[src/rtl/sne_tcdm_pkg.sv]
// Shared types and constants for the TCDM stream reader: bus bundles,
// FSM state encoding and the fixed byte-enable.
package sne_tcdm_pkg;

  typedef struct packed {
    logic        req;
    logic [31:0] add;
    logic        wen;
    logic [3:0]  be;
    logic [31:0] data;
  } tcdm_req_t;

  typedef struct packed {
    logic        gnt;
    logic [31:0] r_data;
    logic        r_valid;
  } tcdm_rsp_t;

  typedef enum logic [1:0] {
    IDLE  = 2'd0,
    ISSUE = 2'd1,
    DRAIN = 2'd2
  } state_e;

  localparam logic [3:0] TCDM_BE_ALL = 4'hF;

endpackage

[src/rtl/tcdm_stream_reader_if.sv]
// TCDM read port plus output stream of the reader. Handshakes: a TCDM request
// transfers in any cycle with req&gnt; a stream word transfers on valid&ready.
interface tcdm_stream_reader_if;
  logic        tcdm_req_o;
  logic        tcdm_gnt_i;
  logic [31:0] tcdm_add_o;
  logic        tcdm_wen_o;
  logic [3:0]  tcdm_be_o;
  logic [31:0] tcdm_data_o;
  logic [31:0] tcdm_r_data_i;
  logic        tcdm_r_valid_i;
  logic [31:0] stream_data_o;
  logic        stream_valid_o;
  logic        stream_ready_i;

  modport master (
    output tcdm_req_o, tcdm_add_o, tcdm_wen_o, tcdm_be_o, tcdm_data_o,
    output stream_data_o, stream_valid_o,
    input  tcdm_gnt_i, tcdm_r_data_i, tcdm_r_valid_i, stream_ready_i
  );

  modport slave (
    input  tcdm_req_o, tcdm_add_o, tcdm_wen_o, tcdm_be_o, tcdm_data_o,
    input  stream_data_o, stream_valid_o,
    output tcdm_gnt_i, tcdm_r_data_i, tcdm_r_valid_i, stream_ready_i
  );
endinterface

[src/rtl/tcdm_stream_fifo.sv]
// Registered-output synchronous FIFO with occupancy count and flush.
// A word pushed in cycle N is visible at the head no earlier than cycle N+1.
module tcdm_stream_fifo #(
  parameter int unsigned DEPTH  = 4,
  parameter int unsigned DATA_W = 32,
  localparam int unsigned AW    = $clog2(DEPTH),
  localparam int unsigned CNT_W = $clog2(DEPTH) + 1
) (
  input  logic              clk_i,
  input  logic              rst_ni,
  input  logic              clear_i,
  input  logic              push_i,
  input  logic [DATA_W-1:0] data_i,
  input  logic              pop_i,
  output logic [DATA_W-1:0] data_o,
  output logic              empty_o,
  output logic [CNT_W-1:0]  count_o
);

  logic [DATA_W-1:0] mem_q [DEPTH];
  logic [AW-1:0]     wptr_q, rptr_q;
  logic [CNT_W-1:0]  count_q;
  logic              do_push, do_pop;

  assign do_pop  = pop_i && (count_q != '0);
  // When full, a push is only taken if a pop frees the slot in the same cycle.
  assign do_push = push_i && ((count_q != CNT_W'(DEPTH)) || do_pop);

  always_ff @(posedge clk_i or negedge rst_ni) begin
    if (!rst_ni) begin
      wptr_q  <= '0;
      rptr_q  <= '0;
      count_q <= '0;
      for (int i = 0; i < int'(DEPTH); i++) mem_q[i] <= '0;
    end else if (clear_i) begin
      wptr_q  <= '0;
      rptr_q  <= '0;
      count_q <= '0;
    end else begin
      if (do_push) begin
        mem_q[wptr_q] <= data_i;
        wptr_q        <= wptr_q + AW'(1);
      end
      if (do_pop) rptr_q <= rptr_q + AW'(1);
      if (do_push && !do_pop)      count_q <= count_q + CNT_W'(1);
      else if (!do_push && do_pop) count_q <= count_q - CNT_W'(1);
    end
  end

  assign data_o  = mem_q[rptr_q];
  assign empty_o = (count_q == '0);
  assign count_o = count_q;

endmodule

[src/rtl/tcdm_stream_reader.sv]
// Strided TCDM read master: issues credit-limited read requests and returns
// the responses in order on a valid/ready stream through a small FIFO.
module tcdm_stream_reader
  import sne_tcdm_pkg::*;
#(
  parameter int unsigned FIFO_DEPTH = 4,
  parameter int unsigned LEN_W      = 16
) (
  input  logic             clk_i,
  input  logic             rst_ni,
  input  logic             clear_i,
  input  logic             start_i,
  input  logic [31:0]      base_addr_i,
  input  logic [31:0]      stride_i,
  input  logic [LEN_W-1:0] len_i,
  output logic             busy_o,
  output logic             done_o,
  output state_e           state_o,
  tcdm_stream_reader_if.master bus
);

  localparam int unsigned CNT_W  = $clog2(FIFO_DEPTH) + 1;
  localparam int unsigned DROP_W = CNT_W + 1;

  state_e             state_q, state_d;
  logic [31:0]        addr_q, addr_d, stride_q, stride_d;
  logic [LEN_W-1:0]   len_q, len_d, issued_q, issued_d, accepted_q, accepted_d;
  logic [CNT_W-1:0]   outstanding_q, outstanding_d;
  logic [DROP_W-1:0]  drop_q, drop_d;
  logic               hold_q, hold_d, done_q, done_d;

  tcdm_req_t          req_s;
  tcdm_rsp_t          rsp_s;
  logic [CNT_W-1:0]   fifo_count;
  logic [CNT_W:0]     credit_sum;
  logic [31:0]        fifo_data;
  logic               fifo_empty, fifo_push, fifo_pop;
  logic               req, fire, rsp_live, rsp_drop;

  assign rsp_s = '{gnt: bus.tcdm_gnt_i, r_data: bus.tcdm_r_data_i, r_valid: bus.tcdm_r_valid_i};

  // Credits are only consulted when raising req; a pending req is held to its grant.
  assign credit_sum = {1'b0, outstanding_q} + {1'b0, fifo_count};
  assign req       = (state_q == ISSUE) && (hold_q || (credit_sum < (CNT_W+1)'(FIFO_DEPTH)));
  assign fire      = req && rsp_s.gnt;

  // Responses owed to a flushed transfer arrive first and are swallowed.
  assign rsp_drop  = rsp_s.r_valid && (drop_q != '0);
  assign rsp_live  = rsp_s.r_valid && (drop_q == '0) && (outstanding_q != '0);
  assign fifo_push = rsp_live && !clear_i;
  assign fifo_pop  = bus.stream_ready_i && !fifo_empty;

  always_comb begin
    state_d       = state_q;
    addr_d        = addr_q;
    stride_d      = stride_q;
    len_d         = len_q;
    issued_d      = issued_q;
    accepted_d    = accepted_q;
    outstanding_d = outstanding_q;
    drop_d        = drop_q;
    hold_d        = 1'b0;
    done_d        = 1'b0;

    if (fire && !rsp_live)      outstanding_d = outstanding_q + CNT_W'(1);
    else if (!fire && rsp_live) outstanding_d = outstanding_q - CNT_W'(1);
    if (rsp_drop) drop_d = drop_q - DROP_W'(1);
    if (fifo_pop) accepted_d = accepted_q + LEN_W'(1);

    unique case (state_q)
      IDLE: begin
        if (start_i) begin
          if (len_i != '0) begin
            state_d    = ISSUE;
            addr_d     = base_addr_i;
            stride_d   = stride_i;
            len_d      = len_i;
            issued_d   = '0;
            accepted_d = '0;
          end else begin
            done_d = 1'b1;
          end
        end
      end
      ISSUE: begin
        hold_d = req && !rsp_s.gnt;
        if (fire) begin
          addr_d   = addr_q + stride_q;
          issued_d = issued_q + LEN_W'(1);
          if (issued_q + LEN_W'(1) == len_q) state_d = DRAIN;
        end
      end
      DRAIN: begin
        if (fifo_pop && (accepted_q + LEN_W'(1) == len_q)) begin
          state_d = IDLE;
          done_d  = 1'b1;
        end
      end
      default: state_d = IDLE;
    endcase

    if (clear_i) begin
      // Everything still owed by the interconnect, including a grant taken this cycle.
      drop_d        = drop_d + DROP_W'(outstanding_d);
      outstanding_d = '0;
      state_d       = IDLE;
      issued_d      = '0;
      accepted_d    = '0;
      hold_d        = 1'b0;
      done_d        = 1'b0;
    end
  end

  always_ff @(posedge clk_i or negedge rst_ni) begin
    if (!rst_ni) begin
      state_q       <= IDLE;
      addr_q        <= '0;
      stride_q      <= '0;
      len_q         <= '0;
      issued_q      <= '0;
      accepted_q    <= '0;
      outstanding_q <= '0;
      drop_q        <= '0;
      hold_q        <= 1'b0;
      done_q        <= 1'b0;
    end else begin
      state_q       <= state_d;
      addr_q        <= addr_d;
      stride_q      <= stride_d;
      len_q         <= len_d;
      issued_q      <= issued_d;
      accepted_q    <= accepted_d;
      outstanding_q <= outstanding_d;
      drop_q        <= drop_d;
      hold_q        <= hold_d;
      done_q        <= done_d;
    end
  end

  tcdm_stream_fifo #(
    .DEPTH  (FIFO_DEPTH),
    .DATA_W (32)
  ) i_fifo (
    .clk_i   (clk_i),
    .rst_ni  (rst_ni),
    .clear_i (clear_i),
    .push_i  (fifo_push),
    .data_i  (rsp_s.r_data),
    .pop_i   (fifo_pop),
    .data_o  (fifo_data),
    .empty_o (fifo_empty),
    .count_o (fifo_count)
  );

  assign req_s = '{req: req, add: addr_q, wen: 1'b1, be: TCDM_BE_ALL, data: 32'h0};

  assign bus.tcdm_req_o     = req_s.req;
  assign bus.tcdm_add_o     = req_s.add;
  assign bus.tcdm_wen_o     = req_s.wen;
  assign bus.tcdm_be_o      = req_s.be;
  assign bus.tcdm_data_o    = req_s.data;
  assign bus.stream_data_o  = fifo_data;
  assign bus.stream_valid_o = !fifo_empty;

  assign busy_o  = (state_q != IDLE);
  assign done_o  = done_q;
  assign state_o = state_q;

  // A response nobody asked for is an interconnect protocol violation.
  assert property (@(posedge clk_i) disable iff (!rst_ni)
    !(rsp_s.r_valid && (drop_q == '0) && (outstanding_q == '0)));

endmodule
[src/flat_wrapper.sv]
// flat-port wrapper written by rule: the top's interface ports become plain ports
module tcdm_stream_reader_flat import sne_tcdm_pkg::*;
#(
  parameter int unsigned FIFO_DEPTH = 4,
  parameter int unsigned LEN_W      = 16
)
  (clk_i, rst_ni, clear_i, start_i, base_addr_i, stride_i, len_i, busy_o, done_o, state_o, bus_tcdm_req_o, bus_tcdm_add_o, bus_tcdm_wen_o, bus_tcdm_be_o, bus_tcdm_data_o, bus_stream_data_o, bus_stream_valid_o, bus_tcdm_gnt_i, bus_tcdm_r_data_i, bus_tcdm_r_valid_i, bus_stream_ready_i);
  tcdm_stream_reader_if bus_i ();
  input  logic clk_i;
  input  logic rst_ni;
  input  logic clear_i;
  input  logic start_i;
  input  logic [31:0] base_addr_i;
  input  logic [31:0] stride_i;
  input  logic [LEN_W-1:0] len_i;
  output logic busy_o;
  output logic done_o;
  output state_e state_o;
  output wire logic [$bits(bus_i.tcdm_req_o)-1:0] bus_tcdm_req_o;
  output wire logic [$bits(bus_i.tcdm_add_o)-1:0] bus_tcdm_add_o;
  output wire logic [$bits(bus_i.tcdm_wen_o)-1:0] bus_tcdm_wen_o;
  output wire logic [$bits(bus_i.tcdm_be_o)-1:0] bus_tcdm_be_o;
  output wire logic [$bits(bus_i.tcdm_data_o)-1:0] bus_tcdm_data_o;
  output wire logic [$bits(bus_i.stream_data_o)-1:0] bus_stream_data_o;
  output wire logic [$bits(bus_i.stream_valid_o)-1:0] bus_stream_valid_o;
  input wire logic [$bits(bus_i.tcdm_gnt_i)-1:0] bus_tcdm_gnt_i;
  input wire logic [$bits(bus_i.tcdm_r_data_i)-1:0] bus_tcdm_r_data_i;
  input wire logic [$bits(bus_i.tcdm_r_valid_i)-1:0] bus_tcdm_r_valid_i;
  input wire logic [$bits(bus_i.stream_ready_i)-1:0] bus_stream_ready_i;
  assign bus_tcdm_req_o = bus_i.tcdm_req_o;
  assign bus_tcdm_add_o = bus_i.tcdm_add_o;
  assign bus_tcdm_wen_o = bus_i.tcdm_wen_o;
  assign bus_tcdm_be_o = bus_i.tcdm_be_o;
  assign bus_tcdm_data_o = bus_i.tcdm_data_o;
  assign bus_stream_data_o = bus_i.stream_data_o;
  assign bus_stream_valid_o = bus_i.stream_valid_o;
  assign bus_i.tcdm_gnt_i = bus_tcdm_gnt_i;
  assign bus_i.tcdm_r_data_i = bus_tcdm_r_data_i;
  assign bus_i.tcdm_r_valid_i = bus_tcdm_r_valid_i;
  assign bus_i.stream_ready_i = bus_stream_ready_i;
  tcdm_stream_reader #(.FIFO_DEPTH(FIFO_DEPTH), .LEN_W(LEN_W)) u_core (.clk_i(clk_i), .rst_ni(rst_ni), .clear_i(clear_i), .start_i(start_i), .base_addr_i(base_addr_i), .stride_i(stride_i), .len_i(len_i), .busy_o(busy_o), .done_o(done_o), .state_o(state_o), .bus(bus_i));
endmodule
[config.mk]
export PLATFORM = sky130hd
export DESIGN_NAME = tcdm_stream_reader_flat
export DESIGN_NICKNAME = d
export VERILOG_FILES = /design/src/rtl/sne_tcdm_pkg.sv /design/src/rtl/tcdm_stream_reader_if.sv /design/src/rtl/tcdm_stream_fifo.sv /design/src/rtl/tcdm_stream_reader.sv /design/src/flat_wrapper.sv
export SDC_FILE = /design/constraint.sdc
export NUM_CORES = 1
export LEC_CHECK = 0
export CAP_MARGIN = 20
export CORE_MARGIN = 5
export CORE_UTILIZATION = 35
export DETAILED_ROUTE_END_ITERATION = 8
export SYNTH_ARGS = -nofsm -noshare
export SYNTH_HDL_FRONTEND = slang
export SYNTH_HIERARCHICAL = 1
export SYNTH_SLANG_ARGS = --single-unit
[constraint.sdc]
create_clock -name clk_i -period 8.9 [get_ports clk_i]
set_input_delay 2.67 -clock clk_i [delete_from_list [all_inputs] [get_ports clk_i]]
set_output_delay 2.67 -clock clk_i [all_outputs]
set_load 0.05 [all_outputs]
# Word level (Yosys, flattened, before mapping)
# Index checks and enable logic that the tools add are counted.
word_totals:
  ff_bits: 258
  latchBits: 0
  mem_bits_rw: 0
  romBits: 0
  inputBits: 119
  out_inout_bits: 107
  mem_count: 0
op_classes:
  add_sub_neg: 12
  multipliers: 0
  div: 0
  magnitude_cmp: 4
  eq_ne: 13
  shift: 0
  mux: 46
  bitwise_logic: 3
  reduce_logical: 43
op_table:
  columns: ["op", "n"]
  rows:
  - ["2-to-1 mux 32 bit", 6]
  - ["2-to-1 mux 16 bit", 9]
  - ["bitwise mux 128 bit", 1]
  - ["binary-select mux 32 bit (select 2 bit)", 1]
  - ["demux 32 bit (select 2 bit)", 1]
  - ["one-hot mux 32 bit (2 select lines)", 1]
  - ["adder 16 x 1 -> 16 bit (second input constant)", 2]
  - ["adder 32 bit", 1]
  - ["== test 16 bit", 2]
  - ["one-hot mux 16 bit (2 select lines)", 1]
  - ["2-to-1 mux 2 bit", 10]
  - ["2-to-1 mux 3 bit", 6]
  - ["logical AND 1 bit", 16]
  - ["nonzero test 16 bit", 1]
  - ["nonzero test 3 bit", 4]
  - ["!= test 3 x 2 -> 1 bit (second input constant)", 3]
  - ["!= test 3 bit (second input constant)", 3]
  - ["2-to-1 mux 4 bit", 2]
  - ["AND reduction 4 bit", 2]
  - ["nonzero test 2 bit", 4]
  - ["zero test 1 bit", 7]
  - ["adder 3 x 1 -> 3 bit (second input constant)", 2]
  - ["greater-or-equal comparator 3 bit (second input constant)", 2]
  - ["2-to-1 mux 1 bit", 6]
  - ["23 further kinds", 28]

# Longest topological paths before layout
# Gate-level depths: netlist (run 1).
logic_depth:
  word_depth: 11
  depth_mapped: 15
  mapped_depth_nobuf: 14

# Modules after synthesis
# The synthesis (run 1) kept the hierarchy.
by_module_without_submodules:
  columns: ["mod", "n_inst", "cells_each", "area_per_inst_um2", "seq_area_each_um2"]
  rows:
  - ["tcdm_stream_reader", 1, 900, 8299.2, 3078.0]
  - ["tcdm_stream_fifo", 1, 369, 6716.4, 3378.2]

# Worst setup path after synthesis (run 1)
# Ideal clock, no wire load.
synth_timing:
  path_type: "input to register"
  from: "input clear_i"
  to: "register u_core.i_fifo.count_q[1] (netlist: u_core/i_fifo/count_o[1])"
  setup_ps: 65
  t_arrival_ps: 4507
  setup_slack_ps: 4328
  path_stages: 9
  cell_sequence: "buf_4 -> buf_2 -> nor2_1 -> buf_2 -> inv_1 -> a211oi_1 -> fa_1 -> nor2_1 -> mux2_2"
synth_between:
  elab_chain_len: 6
synth_rtl:
  columns: ["item", "line_no", "text"]
  rows:
  - ["from (decl)", "flat_wrapper.sv:11", "input logic clear_i;"]
  - ["zero test 1 bit (*)", "tcdm_stream_reader.sv:50", "assign fifo_push = rsp_live && !clear_i;"]
  - ["logical AND 1 bit (*)", "tcdm_stream_reader.sv:50", null]
  - ["named net u_core.fifo_push", "tcdm_stream_reader.sv:37", "logic fifo_empty, fifo_push, fifo_pop;"]
  - ["logical AND 1 bit (*)", "tcdm_stream_fifo.sv:27", "assign do_push = push_i && ((count_q != CNT_W'(DEPTH)) || do_pop);"]
  - ["logical AND 1 bit or zero test 1 bit (tied branches)", "tcdm_stream_fifo.sv:45, tcdm_stream_fifo.sv:46", null]
  - ["2-to-1 mux 3 bit or logical AND 1 bit (tied branches)", "tcdm_stream_fifo.sv:45, tcdm_stream_fifo.sv:46", null]
  - ["2-to-1 mux 3 bit or nonzero test 3 bit (tied branches)", null, null]
  - ["to (signal assigned)", "tcdm_stream_fifo.sv:45", "if (do_push && !do_pop) count_q <= count_q + CNT_W'(1);"]
  - ["to (signal assigned)", "tcdm_stream_fifo.sv:46", "else if (!do_push && do_pop) count_q <= count_q - CNT_W'(1);"]
  - ["to (decl)", "tcdm_stream_fifo.sv:22", "logic [CNT_W-1:0] count_q;"]
# The timed path passes the listed nets; every way through them passes the cells marked *.
# A chain may end at the register's enable or synchronous reset.

# Worst setup path after layout (run 1)
layout_timing:
  from: "register u_core.i_fifo.rptr_q[0]"
  to: "output bus_stream_data_o[10]"
layout_between:
  elab_chain_len: 4
layout_rtl:
  columns: ["item", "line_no", "text"]
  rows:
  - ["from (decl)", "tcdm_stream_fifo.sv:21", "logic [AW-1:0] wptr_q, rptr_q;"]
  - ["from (signal assigned)", "tcdm_stream_fifo.sv:44", "if (do_pop) rptr_q <= rptr_q + AW'(1);"]
  - ["inverter 2 -> 3 bit (implied by the code)", "tcdm_stream_fifo.sv:50", "assign data_o = mem_q[rptr_q];"]
  - ["binary-select mux 32 bit (select 2 bit)", "tcdm_stream_fifo.sv:50", null]
  - ["2-to-1 mux 32 bit (implied by the code) (2 in a row)", "tcdm_stream_fifo.sv:50", null]
  - ["to (decl)", "flat_wrapper.sv:24", "output wire logic [$bits(bus_i.stream_data_o)-1:0] bus_stream_data_o;"]
# No other way between the ends. The select of a mux whose other input is x is not followed.

==> results_tabular.tex, run 1 <==
\begin{tabular}{lr}
\hline
Metric & Value \\
\hline
\multicolumn{2}{l}{\textbf{Status}} \\
\quad Outcome & completed \\
\multicolumn{2}{l}{\textbf{Yosys}} \\
\quad Prevailing post-synth register cell & sky130\_fd\_sc\_hd\_\_dfrtp\_1 \\
\quad Most repeated cell in the gate-level netlist after synthesis & sky130\_fd\_sc\_hd\_\_dfrtp\_1 \\
\quad Synth Register Bits & 258 \\
\quad Cell count after synthesis & 1269 \\
\quad Fraction of registers with async set/reset & 1.00 \\
\quad Post-synthesis average cell area & 11.8 sq um \\
\quad Synth Warn \# & 6 \\
\quad Most frequent cells after synthesis & sky130\_fd\_sc\_hd\_\_dfrtp\_1 (258), sky130\_fd\_sc\_hd\_\_mux2\_4 (120), sky130\_fd\_sc\_hd\_\_nor2\_1 (89), sky130\_fd\_sc\_hd\_\_nand2\_1 (74), sky130\_fd\_sc\_hd\_\_o21ai\_0 (73) \\
\quad Count of flip-flops with a built-in enable after synthesis & 0 \\
\quad Library cell occupying the most area in the post-synthesis netlist & sky130\_fd\_sc\_hd\_\_dfrtp\_1 \\
\quad Netlist cell types & 77 \\
\quad Post-synthesis instance area & 15000 sq um \\
\quad Register area share after synthesis & 0.430 \\
\quad Top post-synthesis cells by area & sky130\_fd\_sc\_hd\_\_dfrtp\_1 (43\%), sky130\_fd\_sc\_hd\_\_mux2\_4 (12\%), sky130\_fd\_sc\_hd\_\_mux4\_2 (4.8\%) \\
\quad Area share of the largest cell type after synthesis & 0.430 \\
\multicolumn{2}{l}{\textbf{Min path}} \\
\quad Worst hold start & u\_core/i\_fifo/mem\_q[0]\$\_DFFE\_PN0P\_ \\
\quad Hold-critical path depth & 1 \\
\quad Class of the tightest hold or removal check & flop to flop \\
\quad Hold Path End & u\_core/i\_fifo/mem\_q[0]\$\_DFFE\_PN0P\_ \\
\multicolumn{2}{l}{\textbf{Setup path}} \\
\quad Reg-to-reg critical path endpoint & u\_core/i\_fifo/mem\_q[79]\$\_DFFE\_PN0P\_ \\
\quad Count of buffer and inverter cells on the critical path & 2 \\
\quad Required arrival time at the worst endpoint & 6230 ps \\
\quad R2R setup slack & 5250 ps \\
\quad Crit path max-delay cell type & sky130\_fd\_sc\_hd\_\_clkdlybuf4s50\_1 \\
\quad Sort of element at the end of the critical path & primary output \\
\quad R2R cell count & 7 \\
\quad Source of the worst register-to-register timing path & u\_core/i\_fifo/count\_o[1]\$\_DFFE\_PN0P\_ \\
\quad Cell class contributing the biggest share of worst-path delay & buffers and inverters \\
\quad Series of cell instances along the critical path & buf\_4 > mux4\_2 > clkdlybuf4s50\_1 \\
\quad Longest individual stage delay on the worst path & 730 ps \\
\quad Kind of launch point of the worst setup path & flop \\
\quad Signal arrival time at the worst endpoint & 3070 ps \\
\quad Maximum fanout count along the critical path & 19 \\
\quad CP Class & flop to primary output \\
\multicolumn{2}{l}{\textbf{Floorplan}} \\
\quad I/O pin cnt & 226 \\
\quad Die Span X & 217 um \\
\quad Die outline height & 217 um \\
\quad Die Footprint & 47100 sq um \\
\quad Standard-cell rows & 75 \\
\quad Starting density of the core & 0.356 \\
\quad Area of the core & 42200 sq um \\
\multicolumn{2}{l}{\textbf{Timing}} \\
\quad RSZ-0062 raised after global routing & false \\
\quad Time the worst path needs with I/O delays and setup & 5740 ps \\
\quad Highest Clock Rate & 174 MHz \\
\quad Clock Skews & 9.49 ps \\
\quad Actual slew at the worst max-slew pin & 1000 ps \\
\quad Setup-failing EPs final & 0 \\
\quad Slew Viols, Final & 0 \\
\quad Slew HR & 0.332 \\
\quad Part of the cycle the worst path needs & 0.645 \\
\quad Total negative slack & 0 ps \\
\quad Final count of hold timing violations & 0 \\
\multicolumn{2}{l}{\textbf{Clock tree}} \\
\quad Clock tree root buffer cell & sky130\_fd\_sc\_hd\_\_clkbuf\_16 \\
\quad Num CTS Buffers & 30 \\
\quad Number of cells upsized or downsized after cts & 0 \\
\quad Register clock-pin slew on the reported worst setup and hold paths & 60 ps \\
\quad Clock sinks & 258 \\
\quad Number of H-tree levels & 1 \\
\quad Maximum count of clock buffers along a single path & 3 \\
\quad Clk Latency, worst-skew pair & 570 ps \\
\quad Cts-stage hold buffer count & 0 \\
\quad TritonCTS clock tree & yes \\
\quad Post-CTS setup buffer count & 0 \\
\multicolumn{2}{l}{\textbf{Flow run}} \\
\quad Max capacitance violation total & 0 \\
\multicolumn{2}{l}{\textbf{Routing}} \\
\quad DRC violations left & 0 \\
\quad Number of vias per cell & 5.15 \\
\quad Number of search-and-repair iterations in the first detailed-routing pass & 6 \\
\quad Routed length on met1 & 17200 um \\
\quad Number of vias in the routed layout & 10300 \\
\quad DR WL/cell & 18.9 um \\
\quad Remaining antenna violation count after routing & 0 \\
\quad Routed length on met2 & 18000 um \\
\quad Highest metal layer used by the detailed router & met5 \\
\quad Iter 0 DRT Violations & 599 \\
\quad Wire length on met3 & 2010 um \\
\quad Wire length after detailed routing & 37900 um \\
\multicolumn{2}{l}{\textbf{Power}} \\
\quad Tot Pwr & 3.84 mW \\
\quad Largest voltage drop on the vdd net & 0.162 mV \\
\quad Power density over the cells & 213 nW/um\^{}2 \\
\quad LEAKAGE & 8.21 nW \\
\multicolumn{2}{l}{\textbf{Global route}} \\
\quad Pin count of the biggest net entering global routing & 139 \\
\quad Total global routing overflow & 0 \\
\quad Number of global-route vias before repair & 10800 \\
\quad Antenna violations before repair & 2 \\
\quad Gr usage total & 0.156 \\
\quad First-pass GRT wire length & 60100 um \\
\multicolumn{2}{l}{\textbf{Place}} \\
\quad Final HPWL from detailed placement & 26600 um \\
\quad Gp weighted congestion & 0.844 \\
\quad Port Buffer Count & 188 \\
\multicolumn{2}{l}{\textbf{Cells and area}} \\
\quad Fraction of layout cells with a size suffix above 1 & 0.202 \\
\quad Area growth syn-to-layout & 19.9\% \\
\quad Post-layout net count & 1608 \\
\hline
\end{tabular}
[layout by cell type (no fill, tap or decap), types with 6 or more instances in the layout]
cell type / synthesis / layout
sky130_fd_sc_hd__o31ai_1: 7 / 7
sky130_fd_sc_hd__mux2i_1: 7 / 7
sky130_fd_sc_hd__nor3_1: 16 / 16
sky130_fd_sc_hd__a21oi_1: 53 / 53
sky130_fd_sc_hd__nor2_1: 89 / 88
sky130_fd_sc_hd__or3_1: 13 / 13
sky130_fd_sc_hd__nor4_1: 7 / 7
sky130_fd_sc_hd__buf_4: 40 / 10
sky130_fd_sc_hd__nand2_1: 74 / 74
sky130_fd_sc_hd__clkbuf_16: 0 / 30
sky130_fd_sc_hd__nand3_1: 21 / 21
sky130_fd_sc_hd__conb_1: 2 / 37
sky130_fd_sc_hd__inv_1: 31 / 31
sky130_fd_sc_hd__ha_1: 47 / 47
sky130_fd_sc_hd__o21ai_0: 73 / 73
sky130_fd_sc_hd__clkbuf_1: 31 / 8
sky130_fd_sc_hd__xnor2_1: 50 / 50
sky130_fd_sc_hd__and3_1: 7 / 7
sky130_fd_sc_hd__clkinv_2: 0 / 7
sky130_fd_sc_hd__nand2b_1: 6 / 6
sky130_fd_sc_hd__o21bai_1: 6 / 6
sky130_fd_sc_hd__a211oi_1: 9 / 9
sky130_fd_sc_hd__xor2_1: 42 / 42
sky130_fd_sc_hd__mux2_2: 59 / 59
sky130_fd_sc_hd__o22ai_1: 14 / 14
sky130_fd_sc_hd__nor2b_1: 8 / 8
sky130_fd_sc_hd__a31oi_1: 11 / 11
sky130_fd_sc_hd__mux2_4: 120 / 120
sky130_fd_sc_hd__dfrtp_1: 258 / 257
sky130_fd_sc_hd__and2_1: 8 / 8
sky130_fd_sc_hd__a21o_1: 18 / 18
sky130_fd_sc_hd__nand4_1: 10 / 10
sky130_fd_sc_hd__clkdlybuf4s50_1: 0 / 187
sky130_fd_sc_hd__mux4_2: 32 / 32
[power breakdown]
group          internal [mW]  switching [mW]  leakage (nW)
Sequential              1.28           0.103          3.41
Combinational          0.522           0.763          4.34
Clock                  0.665           0.505         0.467
Total                   2.47            1.37          8.21
[worst max path at each step]
stage,from,endpoint,cells past startpoint
after floorplan,clear_i,u_core/i_fifo/count_o[1]$_DFFE_PN0P_,9
after global placement,bus_stream_ready_i,u_core/i_fifo/mem_q[78]$_DFFE_PN0P_,6
after detailed placement,bus_tcdm_r_valid_i,u_core/i_fifo/mem_q[68]$_DFFE_PN0P_,5
after CTS,u_core/i_fifo/rptr_q[0]$_DFFE_PN0P_,bus_stream_data_o[12],3
after global routing,u_core/i_fifo/rptr_q[0]$_DFFE_PN0P_,bus_stream_data_o[12],3
final,u_core/i_fifo/rptr_q[0]$_DFFE_PN0P_,bus_stream_data_o[10],3
[worst register-to-register path, cell delays in order (launching register included)]
cell	delay, ps
sky130_fd_sc_hd__dfrtp_1	470
sky130_fd_sc_hd__nor3_1	220
sky130_fd_sc_hd__inv_1	120
sky130_fd_sc_hd__nand2_1	400
sky130_fd_sc_hd__clkinv_1	510
sky130_fd_sc_hd__or4b_4	720
sky130_fd_sc_hd__nand4b_4	660
sky130_fd_sc_hd__mux2_2	420
[flip-flops by register name, indices dropped and copies added, names as in the netlist]
signal and cells:
u_core/i_fifo/count_o 3, u_core/len_q 16, u_core/stride_q 32, u_core/bus.tcdm_add_o 32, u_core/issued_q 16, u_core/i_fifo/rptr_q 2, u_core/i_fifo/wptr_q 2, u_core/drop_q 4
u_core/i_fifo/mem_q 128, u_core/outstanding_q 3, u_core/hold_q 1, u_core/state_o 2, u_core/accepted_q 16, u_core/done_o 1
[per-stage QoR]
stage,utilization,hold slack (ps),instance area [sq um],setup slack (ps),std cells
6_report,0.426,502,18000,3160,2002
5_1_grt,0.426,513,18000,2960,2001
4_1_cts,0.426,505,18000,3030,2000
3_5_place_dp,0.404,489,17100,2870,1945
3_3_place_gp,0.404,482,17100,2980,1945
2_1_floorplan,-,471,15100,4330,1304
[per-layer routing]
metal	vias up	GRT usage
met3	51	0.0325
li1	4844	-
met4	2	0.0310
met1	5179	0.213
met2	230	0.257
met5	-	0
[layout make-up]
class / count / area (sq um)
fill: 3968 / 24200
multi-input combinational: 918 / 7830
sequential: 258 / 6460
timing repair buffer: 199 / 1980
clock buffer: 43 / 850
tap: 539 / 674
inverter: 32 / 120
clock inverter: 12 / 86.3
antenna: 1 / 2.50
[logic make-up (layout without fill, tap and decap cells)]
kind of cell / Yosys count / after routing / synth area share
AOI/OAI and AO/OA: 227 / 227 / 0.0939
xor gates and xnor gates: 92 / 92 / 0.0537
adders and majority gates: 52 / 52 / 0.0445
buffers and inverters: 128 / 286 / 0.0576
DFF: 258 / 258 / 0.430
muxes: 218 / 218 / 0.217
other: 2 / 38 / 0.000500
and+or+nand+nor: 292 / 292 / 0.103
No activity file was read; power rests on OpenSTA's default activity.
==> run 2: changes to the inputs <==
Clock period 8.9 ns to 4.98 ns, I/O delays scaled along.
==> run 2 against run 1 <==
Effect of this change: largest power group unchanged; sequential share of layout area is 0.37 points lower; count of clock-buffer cells in the layout up 4; critical path depth unchanged; setup slack worse by 2500 ps; final cell count up 0.55%; via count hardly changed; clock power grew 88%; sequential power rose by 79%; final area grew 1.0%; combinational power increased by 78%; critical endpoint unchanged; die area stayed put; register-to-register slack got worse by 3400 ps.
==> results_tabular.tex, run 2 (synthesis results as in run 1) <==
\begin{tabular}{lr}
\hline
Metric & Value \\
\hline
\multicolumn{2}{l}{\textbf{Setup path}} \\
\quad Longest individual stage delay on the worst path & 730 ps \\
\quad Series of cell instances along the critical path & buf\_4 > mux4\_2 > clkdlybuf4s50\_1 \\
\quad Maximum fanout count along the critical path & 18 \\
\quad Count of buffer and inverter cells on the critical path & 2 \\
\quad Kind of launch point of the worst setup path & flop \\
\quad Sort of element at the end of the critical path & primary output \\
\quad Crit path max-delay cell type & sky130\_fd\_sc\_hd\_\_clkdlybuf4s50\_1 \\
\quad Cell class contributing the biggest share of worst-path delay & buffers and inverters \\
\quad Required arrival time at the worst endpoint & 3490 ps \\
\quad Signal arrival time at the worst endpoint & 2810 ps \\
\quad CP Class & flop to primary output \\
\multicolumn{2}{l}{\textbf{Timing}} \\
\quad Time the worst path needs with I/O delays and setup & 4310 ps \\
\quad RSZ-0062 raised after global routing & false \\
\quad Final count of hold timing violations & 0 \\
\quad Clock Skews & 18.4 ps \\
\quad Slew HR & 0.404 \\
\quad Highest Clock Rate & 232 MHz \\
\quad Worst hold slack & 502 ps \\
\quad Slew Viols, Final & 0 \\
\quad Total negative slack & 0 ps \\
\quad Setup-failing EPs final & 0 \\
\quad Part of the cycle the worst path needs & 0.865 \\
\quad Actual slew at the worst max-slew pin & 895 ps \\
\multicolumn{2}{l}{\textbf{Global route}} \\
\quad Gr usage total & 0.155 \\
\quad Total global routing overflow & 0 \\
\quad First-pass GRT wire length & 59800 um \\
\quad Antenna violations before repair & 0 \\
\quad Number of global-route vias before repair & 10800 \\
\quad Pin count of the biggest net entering global routing & 111 \\
\multicolumn{2}{l}{\textbf{Floorplan}} \\
\quad Starting density of the core & 0.356 \\
\quad Area of the core & 42200 sq um \\
\quad Die outline height & 217 um \\
\quad Die Footprint & 47100 sq um \\
\quad I/O pin cnt & 226 \\
\quad Standard-cell rows & 75 \\
\quad Die Span X & 217 um \\
\multicolumn{2}{l}{\textbf{Flow run}} \\
\quad Max capacitance violation total & 0 \\
\multicolumn{2}{l}{\textbf{Routing}} \\
\quad DR WL/cell & 18.8 um \\
\quad Number of vias per cell & 5.12 \\
\quad Wire length after detailed routing & 37800 um \\
\quad Number of search-and-repair iterations in the first detailed-routing pass & 5 \\
\quad DRC violations left & 0 \\
\quad Iter 0 DRT Violations & 640 \\
\quad Remaining antenna violation count after routing & 0 \\
\quad Number of vias in the routed layout & 10300 \\
\multicolumn{2}{l}{\textbf{Place}} \\
\quad Total placed cells including tap cells & 1958 \\
\quad Final HPWL from detailed placement & 26500 um \\
\quad Port Buffer Count & 188 \\
\quad Gp weighted congestion & 0.837 \\
\multicolumn{2}{l}{\textbf{Clock tree}} \\
\quad Clock sinks & 258 \\
\quad TritonCTS clock tree & yes \\
\quad Number of cells upsized or downsized after cts & 0 \\
\quad Post-CTS setup buffer count & 0 \\
\quad Number of H-tree levels & 1 \\
\quad Register clock-pin slew on the reported worst setup and hold paths & 60 ps \\
\quad Clk Latency, worst-skew pair & 560 ps \\
\quad Cts-stage hold buffer count & 0 \\
\quad Maximum count of clock buffers along a single path & 3 \\
\quad Clock tree root buffer cell & sky130\_fd\_sc\_hd\_\_clkbuf\_16 \\
\quad Num CTS Buffers & 30 \\
\multicolumn{2}{l}{\textbf{Cells and area}} \\
\quad Fill count & 3993 \\
\quad Non-Filler Instances & 2013 \\
\quad Post-layout net count & 1620 \\
\quad Storage cell area & 6460 sq um \\
\quad Commonest non-fill, non-tap cells in the layout & sky130\_fd\_sc\_hd\_\_dfrtp\_1 (257), sky130\_fd\_sc\_hd\_\_clkdlybuf4s50\_1 (186), sky130\_fd\_sc\_hd\_\_mux2\_4 (120) \\
\quad Combined area of the multi-input logic cells & 7830 sq um \\
\quad Core occupancy in the finished layout & 0.431 \\
\quad Register containing the most flip-flops in the final layout & u\_core/i\_fifo/mem\_q \\
\quad Fraction of layout cells with a size suffix above 1 & 0.209 \\
\quad Flip-flop count of the largest register after layout & 128 \\
\quad Leading cell type in the layout, fill and taps excluded & sky130\_fd\_sc\_hd\_\_dfrtp\_1 \\
\quad Area growth syn-to-layout & 21.1\% \\
\quad ANT cells & 0 \\
\multicolumn{2}{l}{\textbf{Power}} \\
\quad Power density over the cells & 383 nW/um\^{}2 \\
\quad Largest voltage drop on the vdd net & 0.303 mV \\
\quad LEAKAGE & 8.31 nW \\
\multicolumn{2}{l}{\textbf{Min path}} \\
\quad Class of the tightest hold or removal check & flop to flop \\
\multicolumn{2}{l}{\textbf{Status}} \\
\quad Outcome & completed \\
\hline
\end{tabular}
==> run 2: changes by cell type in the layout (fill, tap and decap cells not counted) <==
cell                              before  now
sky130_fd_sc_hd__buf_12                1    5
sky130_fd_sc_hd__buf_4                10   19
sky130_fd_sc_hd__bufinv_16             0    1
sky130_fd_sc_hd__clkbuf_16            30   31
sky130_fd_sc_hd__clkbuf_8              5    8
sky130_fd_sc_hd__clkdlybuf4s50_1     187  186
sky130_fd_sc_hd__clkinv_2              7    5
sky130_fd_sc_hd__clkinv_4              2    0
sky130_fd_sc_hd__clkinv_8              1    0
sky130_fd_sc_hd__clkinvlp_4            0    2
sky130_fd_sc_hd__diode_2               1    0
sky130_fd_sc_hd__inv_6                 2    0
==> run 2: metal layers <==
metal | global-route usage | wire (um)
met5 | 0 | 0
met4 | 0.0335 | 786
met1 | 0.210 | 17200
met3 | 0.0311 | 1780
met2 | 0.258 | 18100
==> run 2: power by group <==
part	switching, mW	internal, mW	total (mW)
registers	0.185	2.29	2.47
clock network	0.894	1.30	2.20
logic	1.36	0.936	2.30
==> run 2: final cells by class <==
type | count | area share
Clock buffer | 47 | 0.0503
Clock inverter | 8 | 0.00385
Inverter | 32 | 0.00660
Multi-Input combinational cell | 918 | 0.431
Sequential cell | 258 | 0.355
Tap cell | 539 | 0.0371
Timing Repair Buffer | 211 | 0.117
==> run 2: path summary, 6_finish.rpt <==
path	cells past startpoint	slack [ps]	endpoint	from
worst min-delay path	1	500	u_core/issued_q[15]$_DFFE_PN0P_	u_core/issued_q[15]$_DFFE_PN0P_
max in group asynchronous	2	3010	u_core/bus.tcdm_add_o[20]$_DFFE_PN0P_	rst_ni
worst min register to register	1	500	u_core/issued_q[15]$_DFFE_PN0P_	u_core/issued_q[15]$_DFFE_PN0P_
min in group asynchronous	1	1010	u_core/i_fifo/mem_q[115]$_DFFE_PN0P_	rst_ni
worst max register to register	12	1810	u_core/bus.tcdm_add_o[26]$_DFFE_PN0P_	u_core/bus.tcdm_add_o[0]$_DFFE_PN0P_
worst max-delay path	3	670	bus_stream_data_o[10]	u_core/i_fifo/rptr_q[0]$_DFFE_PN0P_
==> run 2: stage by stage <==
step | worst slack [ps] | power (mW) | instance area (sq um)
after global routing | 514 | 7.36 | 18200
after global placement | 696 | 4.78 | 17200
after CTS | 557 | 7.05 | 18200
final | 675 | 6.97 | 18200
after detailed placement | 630 | 4.79 | 17200
after floorplan | 1350 | 4.10 | 15100
==> run 3: changes to the inputs <==
==> constraint.sdc (replaced) <==
create_clock -name clk_i -period 4.98 [get_ports clk_i]
set_input_delay 0.747 -clock clk_i [delete_from_list [all_inputs] [get_ports clk_i]]
set_output_delay 0.747 -clock clk_i [all_outputs]
set_load 0.05 [all_outputs]
==> run 3 against run 2 <==
Effect of this change: final area shrank 0.49%; die area unchanged; combinational power barely moved; critical path depth unchanged; worst hold slack worse by 300 ps; largest power group unchanged.
==> results_tabular.tex, run 3 (synthesis results as in run 1) <==
\begin{tabular}{lr}
\hline
Metric & Value \\
\hline
\multicolumn{2}{l}{\textbf{Status}} \\
\quad Outcome & completed \\
\multicolumn{2}{l}{\textbf{Flow run}} \\
\quad Max capacitance violation total & 0 \\
\multicolumn{2}{l}{\textbf{Global route}} \\
\quad Number of global-route vias before repair & 10600 \\
\quad Total global routing overflow & 0 \\
\quad Gr usage total & 0.155 \\
\quad Antenna violations before repair & 1 \\
\quad Pin count of the biggest net entering global routing & 97 \\
\quad First-pass GRT wire length & 59600 um \\
\multicolumn{2}{l}{\textbf{Power}} \\
\quad Tot Pwr & 7.01 mW \\
\quad Power density over the cells & 387 nW/um\^{}2 \\
\quad Largest voltage drop on the vdd net & 0.340 mV \\
\quad LEAKAGE & 8.26 nW \\
\multicolumn{2}{l}{\textbf{Timing}} \\
\quad Slew HR & 0.353 \\
\quad Final count of hold timing violations & 0 \\
\quad Worst setup slack after layout & 1070 ps \\
\quad Total negative slack & 0 ps \\
\quad Slew Viols, Final & 0 \\
\quad Setup-failing EPs final & 0 \\
\quad Worst hold slack & 202 ps \\
\quad RSZ-0062 raised after global routing & false \\
\quad Actual slew at the worst max-slew pin & 969 ps \\
\quad Time the worst path needs with I/O delays and setup & 3910 ps \\
\quad Part of the cycle the worst path needs & 0.785 \\
\quad Clock Skews & 9.74 ps \\
\quad Highest Clock Rate & 256 MHz \\
\multicolumn{2}{l}{\textbf{Cells and area}} \\
\quad Fraction of layout cells with a size suffix above 1 & 0.207 \\
\quad Core occupancy in the finished layout & 0.429 \\
\quad Commonest non-fill, non-tap cells in the layout & sky130\_fd\_sc\_hd\_\_dfrtp\_1 (257), sky130\_fd\_sc\_hd\_\_clkdlybuf4s50\_1 (187), sky130\_fd\_sc\_hd\_\_mux2\_4 (120) \\
\quad Post-layout net count & 1612 \\
\quad Flip-flop count of the largest register after layout & 128 \\
\quad Leading cell type in the layout, fill and taps excluded & sky130\_fd\_sc\_hd\_\_dfrtp\_1 \\
\quad Non-Filler Instances & 2006 \\
\quad Final instance area & 18100 sq um \\
\quad Register containing the most flip-flops in the final layout & u\_core/i\_fifo/mem\_q \\
\quad Area growth syn-to-layout & 20.6\% \\
\quad ANT cells & 0 \\
\multicolumn{2}{l}{\textbf{Place}} \\
\quad Placed standard-cell area & 17100 sq um \\
\quad Gp weighted congestion & 0.878 \\
\quad Final HPWL from detailed placement & 26600 um \\
\quad Pre-CTS WS & 1030 ps \\
\quad Port Buffer Count & 188 \\
\quad Total placed cells including tap cells & 1950 \\
\multicolumn{2}{l}{\textbf{Clock tree}} \\
\quad Register clock-pin slew on the reported worst setup and hold paths & 60 ps \\
\quad TritonCTS clock tree & yes \\
\quad Maximum count of clock buffers along a single path & 3 \\
\quad Num CTS Buffers & 30 \\
\quad Clk Latency, worst-skew pair & 570 ps \\
\quad Post-CTS setup buffer count & 0 \\
\quad Number of H-tree levels & 1 \\
\quad Number of cells upsized or downsized after cts & 0 \\
\quad Cts-stage hold buffer count & 0 \\
\quad Clock tree root buffer cell & sky130\_fd\_sc\_hd\_\_clkbuf\_16 \\
\quad Clock sinks & 258 \\
\multicolumn{2}{l}{\textbf{Floorplan}} \\
\quad Standard-cell rows & 75 \\
\quad Area of the core & 42200 sq um \\
\quad Die outline height & 217 um \\
\quad I/O pin cnt & 226 \\
\quad Die Footprint & 47100 sq um \\
\quad Die Span X & 217 um \\
\quad Starting density of the core & 0.356 \\
\multicolumn{2}{l}{\textbf{Setup path}} \\
\quad Required arrival time at the worst endpoint & 4230 ps \\
\quad Maximum fanout count along the critical path & 18 \\
\quad Cell class contributing the biggest share of worst-path delay & buffers and inverters \\
\quad Sort of element at the end of the critical path & primary output \\
\quad Longest individual stage delay on the worst path & 770 ps \\
\quad Count of buffer and inverter cells on the critical path & 2 \\
\quad Series of cell instances along the critical path & buf\_4 > mux4\_2 > clkdlybuf4s50\_1 \\
\quad Kind of launch point of the worst setup path & flop \\
\quad R2R setup slack & 1320 ps \\
\quad CP Class & flop to primary output \\
\quad Crit path max-delay cell type & sky130\_fd\_sc\_hd\_\_dfrtp\_2 \\
\quad Signal arrival time at the worst endpoint & 3160 ps \\
\multicolumn{2}{l}{\textbf{Routing}} \\
\quad Iter 0 DRT Violations & 517 \\
\quad Number of search-and-repair iterations in the first detailed-routing pass & 4 \\
\quad DRC violations left & 0 \\
\quad Number of vias in the routed layout & 10300 \\
\quad Remaining antenna violation count after routing & 0 \\
\quad DR WL/cell & 18.8 um \\
\quad Wire length after detailed routing & 37800 um \\
\quad Number of vias per cell & 5.12 \\
\multicolumn{2}{l}{\textbf{Min path}} \\
\quad Class of the tightest hold or removal check & input port to asynchronous set/reset pin \\
\hline
\end{tabular}
[run 3: cell count changes in the layout (fill, tap and decap cells not counted), moves of 2 or more]
cell                         previous run  this run
sky130_fd_sc_hd__buf_12                 5         1
sky130_fd_sc_hd__clkbuf_8               8         3
sky130_fd_sc_hd__clkbuf_1               8         5
sky130_fd_sc_hd__clkinvlp_4             2         4
sky130_fd_sc_hd__bufinv_16              1         3
sky130_fd_sc_hd__inv_6                  0         2
sky130_fd_sc_hd__buf_4                 19        14
sky130_fd_sc_hd__clkinv_2               5         8
[run 3: layout make-up]
cell class | count | area [sq um]
fillers | 3990 | 24100
multi-input cells | 918 | 7830
flip-flops and latches | 258 | 6460
repair buffers | 203 | 2010
clock buffers | 38 | 811
well taps | 539 | 674
clock inverters | 18 | 194
inverters | 32 | 120
[run 3: power breakdown]
part | switching [mW] | total [mW] | leakage (nW) | internal (mW)
Sequential | 0.180 | 2.47 | 3.41 | 2.29
Clock | 0.931 | 2.24 | 0.487 | 1.31
Combinational | 1.37 | 2.30 | 4.36 | 0.936
Total | 2.48 | 7.01 | 8.26 | 4.53
[run 3: worst paths after layout]
kind / cells after the start / startpoint / to
max reg2reg: 7 / u_core/i_fifo/count_o[1]$_DFFE_PN0P_ / u_core/i_fifo/mem_q[96]$_DFFE_PN0P_
max in group asynchronous: 2 / rst_ni / u_core/i_fifo/mem_q[41]$_DFFE_PN0P_
max: 3 / u_core/i_fifo/rptr_q[0]$_DFFE_PN0P_ / bus_stream_data_o[24]
min: 1 / rst_ni / u_core/i_fifo/mem_q[107]$_DFFE_PN0P_
min reg2reg: 1 / u_core/i_fifo/mem_q[127]$_DFFE_PN0P_ / u_core/i_fifo/mem_q[127]$_DFFE_PN0P_
min in group clk_i: 1 / u_core/i_fifo/mem_q[127]$_DFFE_PN0P_ / u_core/i_fifo/mem_q[127]$_DFFE_PN0P_
[run 3: worst register-to-register path, cell delays in order (launching register included)]
cell	delay (ps)
sky130_fd_sc_hd__dfrtp_1	480
sky130_fd_sc_hd__nor3_1	270
sky130_fd_sc_hd__inv_1	100
sky130_fd_sc_hd__nand2_1	370
sky130_fd_sc_hd__clkinv_1	500
sky130_fd_sc_hd__or4b_4	720
sky130_fd_sc_hd__nand4b_4	670
sky130_fd_sc_hd__mux2_2	420
[run 3: per-layer routing]
layer  routed length [um]  vias up  global-route usage  share of wire
met1                17300     5164               0.210           0.46
met4                  797        2              0.0329          0.021
met2                17800      205               0.258           0.47
met5                   20        -                   0        0.00053
li1                     -     4851                   -              -
met3                 1870       49              0.0325          0.049
